**src/rtl/io_request_arbiter_pkg.sv**
```systemverilog
`default_nettype none
// ============================================================================
//  Module      : io_request_arbiter_pkg
//  Description : Shared definitions for the I/O request path: core/thread
//                tag types, the 32-bit scalar type and the request/response
//                packets exchanged between the cores and the I/O arbiter.
//                Also provides the default core count macro.
//  Revision    : 1.0 - initial release
// ============================================================================

`ifndef NUM_CORES
`define NUM_CORES 4
`endif

package io_request_arbiter_pkg;

    localparam int c_CORE_ID_WIDTH    = 4;
    localparam int c_THREAD_IDX_WIDTH = 2;

    typedef logic [c_CORE_ID_WIDTH-1:0]    core_id_t;
    typedef logic [c_THREAD_IDX_WIDTH-1:0] thread_idx_t;
    typedef logic [31:0]                   scalar_t;

    // Non-cacheable request from one core; held stable until granted.
    typedef struct packed {
        logic        valid;
        logic        store;
        thread_idx_t thread_idx;
        scalar_t     address;
        scalar_t     value;
    } ioreq_packet_t;

    // Response broadcast to every core one cycle after the grant.
    typedef struct packed {
        logic        valid;
        core_id_t    core;
        thread_idx_t thread_idx;
        scalar_t     read_value;
    } iorsp_packet_t;

endpackage

`default_nettype wire

```
**src/rtl/rr_arbiter.sv**
```systemverilog
`default_nettype none
// ============================================================================
//  Module      : rr_arbiter
//  Description : Round-robin arbiter producing a one-hot grant. The search
//                starts at the priority pointer; when update_lru is high and
//                a grant is made, the pointer moves to the slot just after
//                the granted requester. With a single requester the grant
//                is a pass-through of the request.
//  Ports       : clk, reset (async, active-low), request[N], update_lru,
//                grant_oh[N] (one-hot or zero)
//  Revision    : 1.0 - initial release
// ============================================================================

module rr_arbiter #(
    parameter int NUM_REQUESTERS = 4
) (
    input  logic                      clk,
    input  logic                      reset,
    input  logic [NUM_REQUESTERS-1:0] request,
    input  logic                      update_lru,
    output logic [NUM_REQUESTERS-1:0] grant_oh
);

    generate
        if (NUM_REQUESTERS == 1) begin : g_single
            assign grant_oh = request;
        end else begin : g_multi
            localparam int                 c_PTR_W = $clog2(NUM_REQUESTERS);
            localparam logic [c_PTR_W-1:0] c_LAST  = c_PTR_W'(NUM_REQUESTERS - 1);
            localparam logic [c_PTR_W-1:0] c_ONE   = c_PTR_W'(1);

            logic [c_PTR_W-1:0]        r_ptr;
            logic [c_PTR_W-1:0]        w_idx;
            logic [c_PTR_W-1:0]        w_gidx;
            logic                      w_found;
            logic [NUM_REQUESTERS-1:0] w_grant;

            // Walk the requesters starting at the pointer; the first
            // active one wins.
            always_comb begin
                w_grant = '0;
                w_found = 1'b0;
                w_gidx  = '0;
                w_idx   = '0;
                for (int k = 0; k < NUM_REQUESTERS; k++) begin
                    w_idx = c_PTR_W'((int'(r_ptr) + k) % NUM_REQUESTERS);
                    if (!w_found && request[w_idx]) begin
                        w_grant[w_idx] = 1'b1;
                        w_found        = 1'b1;
                        w_gidx         = w_idx;
                    end
                end
            end

            always_ff @(posedge clk or negedge reset) begin
                if (!reset) begin
                    r_ptr <= '0;
                end else if (update_lru && w_found) begin
                    r_ptr <= (w_gidx == c_LAST) ? '0 : w_gidx + c_ONE;
                end
            end

            assign grant_oh = w_grant;
        end
    endgenerate

endmodule

`default_nettype wire

```
**src/rtl/io_request_arbiter.sv**
```systemverilog
`default_nettype none
// ============================================================================
//  Module      : io_request_arbiter
//  Description : Arbitrates non-cacheable I/O requests from all cores onto
//                the single external I/O bus, one grant per cycle. The
//                granted request drives the bus strobes, address and data
//                combinationally; a tagged response is registered and
//                broadcast to every core on the following cycle, with the
//                read data passed straight through from the device.
//  Ports       : clk, reset (async, active-low)
//                io_request[NUM_CORES] -> ia_ready[NUM_CORES] (grant)
//                ia_response (valid/core/thread/read_value)
//                io_write_en, io_read_en, io_address, io_write_data,
//                io_read_data
//  Revision    : 1.0 - initial release
// ============================================================================

module io_request_arbiter
    import io_request_arbiter_pkg::*;
#(
    parameter int NUM_CORES        = `NUM_CORES,
    parameter int CORE_ID_WIDTH    = 4,
    parameter int THREAD_IDX_WIDTH = 2
) (
    input  logic           clk,
    input  logic           reset,
    input  ioreq_packet_t  io_request [NUM_CORES],
    output logic [NUM_CORES-1:0] ia_ready,
    output iorsp_packet_t  ia_response,
    output logic           io_write_en,
    output logic           io_read_en,
    output logic [31:0]    io_address,
    output logic [31:0]    io_write_data,
    input  logic [31:0]    io_read_data
);

    logic [NUM_CORES-1:0]        w_req_valid;
    logic [NUM_CORES-1:0]        w_grant;
    logic                        w_any_grant;
    logic [CORE_ID_WIDTH-1:0]    w_grant_idx;
    ioreq_packet_t               w_sel_req;
    logic                        w_bus_active;

    logic                        r_rsp_valid;
    logic [CORE_ID_WIDTH-1:0]    r_rsp_core;
    logic [THREAD_IDX_WIDTH-1:0] r_rsp_thread;

    always_comb begin
        w_req_valid = '0;
        for (int i = 0; i < NUM_CORES; i++) begin
            w_req_valid[i] = io_request[i].valid;
        end
    end

    rr_arbiter #(
        .NUM_REQUESTERS (NUM_CORES)
    ) u_rr_arbiter (
        .clk        (clk),
        .reset      (reset),
        .request    (w_req_valid),
        .update_lru (w_any_grant),
        .grant_oh   (w_grant)
    );

    assign w_any_grant = |w_grant;
    assign ia_ready    = w_grant;

    // One-hot to index; grant is one-hot so OR-ing the indices is exact.
    always_comb begin
        w_grant_idx = '0;
        for (int i = 0; i < NUM_CORES; i++) begin
            if (w_grant[i]) begin
                w_grant_idx = w_grant_idx | CORE_ID_WIDTH'(i);
            end
        end
    end

    // Grant mux; with no grant the core-0 request sits on the bus.
    always_comb begin
        w_sel_req = io_request[0];
        for (int i = 0; i < NUM_CORES; i++) begin
            if (w_grant[i]) begin
                w_sel_req = io_request[i];
            end
        end
    end

    assign w_bus_active  = w_any_grant & w_sel_req.valid;
    assign io_write_en   = w_bus_active &  w_sel_req.store;
    assign io_read_en    = w_bus_active & ~w_sel_req.store;
    assign io_address    = w_sel_req.address;
    assign io_write_data = w_sel_req.value;

    // Response tag register, reloaded every cycle so an idle cycle
    // clears the valid flag.
    always_ff @(posedge clk or negedge reset) begin
        if (!reset) begin
            r_rsp_valid  <= 1'b0;
            r_rsp_core   <= '0;
            r_rsp_thread <= '0;
        end else begin
            r_rsp_valid  <= w_any_grant;
            r_rsp_core   <= w_grant_idx;
            r_rsp_thread <= THREAD_IDX_WIDTH'(w_sel_req.thread_idx);
        end
    end

    always_comb begin
        ia_response            = '0;
        ia_response.valid      = r_rsp_valid;
        ia_response.core       = core_id_t'(r_rsp_core);
        ia_response.thread_idx = thread_idx_t'(r_rsp_thread);
        ia_response.read_value = io_read_data;
    end

endmodule

`default_nettype wire

```
**config.mk**
```make
export PLATFORM = sky130hd
export DESIGN_NAME = io_request_arbiter
export DESIGN_NICKNAME = d
export VERILOG_FILES = /design/src/rtl/io_request_arbiter_pkg.sv /design/src/rtl/rr_arbiter.sv /design/src/rtl/io_request_arbiter.sv
export SDC_FILE = /design/constraint.sdc
export NUM_CORES = 1
export LEC_CHECK = 0
export CORE_AREA = 2 2 163 165
export DETAILED_ROUTE_END_ITERATION = 12
export DIE_AREA = 0 0 165 167
export PLACE_DENSITY = 0.52
export SYNTH_ARGS = -nofsm -noshare
export SYNTH_HDL_FRONTEND = slang
export SYNTH_SLANG_ARGS = --single-unit
```
**constraint.sdc**
```tcl
create_clock -name clk -period 4.7 [get_ports clk]
set_input_delay 0.47 -clock clk [delete_from_list [all_inputs] [get_ports clk]]
set_output_delay 0.47 -clock clk [all_outputs]
set_load 0.005 [all_outputs]
```
==> flow_summary.yaml <==
detailed_routing:
  via_per_inst: 4.51
  detail_route.wl_per_cell_microns: 17.6
  num_vias: 5466
  first_pass_iters: 4
  drt_iter0_drc: 308
  wl_microns: 21300
  drcViolationCount: 0
  antenna_violating_nets_post_route: 0
timing:
  finalSetupViolCount: 0
  finalCritPeriodShare: 0.924
  final_max_slew_viol_count: 0
  finClkSkew_ns: 0.00103
  setup_slack_ns: 0.359
  tns_ns: 0
  layout_min_cycle_time_ns: 4.34
  finalHoldViolCount: 0
  grt_setup_unrepaired: "no"
  max_freq_mhz: 230
min_path:
  hold_path_class: "input pin to async pin"
clock_network:
  cts_tree: "yes"
  cts_buffers: 3
  post_cts_buffers: 0
  htreeDepth: 1
  clockBufferDepth: 2
  insertion_delay_ns: 0.23
  cts-root-buf: "clkbuf_16"
  clk_pin_slew_ns: 0.04
  clkSinkCount: 7
global_routing:
  grt_pass1_vias: 5388
  globalRouteMet2Util: 0.253
  grt_busiest_layer: "met2"
  grt_usage: 0.142
  met3_usage: 0.0349
  grt_use_met1: 0.163
  grt_max_degree: 69
  antenna_found_initial: 2
  grt_pass1_wl_microns: 30600
  overflow: 0
final_layout:
  finalNonFillerCells: 1212
  multiInputGateArea_sq_mm: 0.00253
  fin_area_sq_mm: 0.00719
  fillers: 2866
  nets: 1190
  syn_to_final_growth_pct: 79.4
  ff_latch_area_sq_um: 175
  drive_gt1_frac: 0.0502
run_status:
  status: "finished, final reports clean"
critical_path:
  reg2reg_depth: 10
  crit_arrival_ns: 3.87
  critPathCapture: "io_write_data[20]"
  cp-start-kind: "input pin"
  path_class: "input pin to output port"
  r2r_start: "u_rr_arbiter.g_multi.r_ptr[1]$_DFFE_PN0P_"
  ff2ff_setup_slack_ns: 1.49
  cp-startpoint: "io_request[203]"
  end_kind: "output port"
  timing.rr.end: "u_rr_arbiter.g_multi.r_ptr[1]$_DFFE_PN0P_"
  cp_data_required_time_ns: 4.23
  cp_max_fo: 20
place:
  place_area_sq_mm: 0.00710
  gp_congestion: 0.830
  dpl_worst_slack_ns: 0.239
  port_buffers: 348
  dp.cells: 1207
  hpwl_microns: 16600
logic_synthesis:
  async_flop_share: 1.00
  synth_ff_type: "dfrtp_1"
  syn_inst: 664
  synth.largest_area_cell: "buf_4"
  ys_types: 52
  yosysWarnings: 0
  synthTopCellsByCount: "o21ai_0 (119), buf_4 (102), nand2_1 (76)"
  synthTopCellsByArea: "buf_4 (19%), o21ai_0 (15%), a211oi_1 (13%), a31oi_1 (10%), nand2_1 (7.1%)"
  synth_enable_flop_cells: 0
  ys_ff_latch: 7
  ys_seq_area_frac: 0.0437
  synth_most_common_cell: "o21ai_0"
  syn_area_sq_mm: 0.00401
  syn_area_per_cell_sq_um: 6.03
  synth_top_area_frac: 0.191
floorplan:
  die_area_sq_mm: 0.0276
  initial_core_util: 0.155
  io_pins: 415
  die_w_microns: 165
  core_area_sq_mm: 0.0258
  die_h_microns: 167
  rows: 59
power_and_ir_drop:
  powerDensity_mw_per_mm2: 751
  p_leak_nw: 2.74
  ir_worst_vdd_mv: 0.318
job:
  maxCapViolCount: 0
[stage by stage]
step,hold WS (ns),utilization,power (mW)
after floorplan,0.174,-,3.59
after global placement,0.593,0.276,5.32
after detailed placement,0.619,0.276,5.30
after CTS,0.528,0.279,5.48
after global routing,0.545,0.279,5.93
final,0.517,0.279,5.40
[placed cells by master (no fill, tap or decap), types with 2 or more instances in the layout]
| cell type | count |
|---|---|
| a211oi_1 | 68 |
| a21oi_1 | 2 |
| a31oi_1 | 67 |
| buf_12 | 2 |
| buf_4 | 20 |
| clkbuf_16 | 3 |
| clkdlybuf4s50_1 | 348 |
| conb_1 | 2 |
| dfrtp_1 | 7 |
| ha_1 | 7 |
| inv_1 | 75 |
| inv_2 | 3 |
| mux2i_1 | 5 |
| mux4_2 | 3 |
| nand2_1 | 75 |
| nor2_1 | 6 |
| nor2b_1 | 3 |
| nor3b_1 | 3 |
| o211ai_1 | 3 |
| o21ai_0 | 119 |
| o21ai_1 | 16 |
| o31ai_1 | 3 |
| o32a_1 | 2 |
| or3b_2 | 2 |
| xnor2_1 | 2 |
[power by group]
group	leakage, nW	total [mW]	internal, mW	switching (mW)
Clock	0.0382	0.144	0.113	0.0314
Combinational	2.62	5.15	2.61	2.54
Sequential	0.0824	0.108	0.0983	0.00986
Total	2.74	5.40	2.82	2.58
[cell type report]
cell class / instances / area share
repair buffers: 371 / 0.513
multi-input cells: 416 / 0.353
inverters: 78 / 0.0407
well taps: 335 / 0.0583
clock buffers: 4 / 0.0110
diodes: 1 / 0.000348
flip-flops and latches: 7 / 0.0244
[layer usage]
layer  part of all wire  wire length, microns
met1               0.38                  8080
met2               0.49                 10400
met3              0.099                  2120
met4              0.031                   659
met5            0.00061                    13
[worst min-delay path by stage]
stage | endpoint | slack (ns) | depth (start not counted)
after floorplan | async pin | 0.17 | 0
after global placement | u_rr_arbiter.g_multi.r_ptr[1]$_DFFE_PN0P_ | 0.59 | 2
after detailed placement | u_rr_arbiter.g_multi.r_ptr[1]$_DFFE_PN0P_ | 0.62 | 2
after CTS | r_rsp_thread[1]$_DFF_PN0_ | 0.53 | 1
after global routing | r_rsp_thread[1]$_DFF_PN0_ | 0.54 | 1
final | r_rsp_thread[1]$_DFF_PN0_ | 0.52 | 1
[logic make-up after synthesis]
group | Yosys count | synth area share
other | 1 | 0.000936
buffers and inverters | 242 | 0.326
xor gates and xnor gates | 2 | 0.00437
AOI/OAI and AO/OA | 293 | 0.454
adders and majority gates | 7 | 0.0219
muxes | 9 | 0.0322
and+or+nand+nor | 103 | 0.118
DFF | 7 | 0.0437
[critical path, cell delays in order]
cell and delay, ns:
clkdlybuf4s50_1 0.58, buf_4 0.18, and3b_1 0.18, o21ai_0 0.35, nand2_1 0.21, a221oi_4 0.48
buf_4 0.31, buf_4 0.25, o21ai_0 0.10, o21ai_0 0.21, clkdlybuf4s50_1 0.54
[what timing repair did]
item                                    4_1_cts  5_1_grt
hold buffers                                  0        0
endpoints found under the setup margin        0        1
gates resized for setup                       0        1
Note: power is estimated with default switching activity, not from simulation.
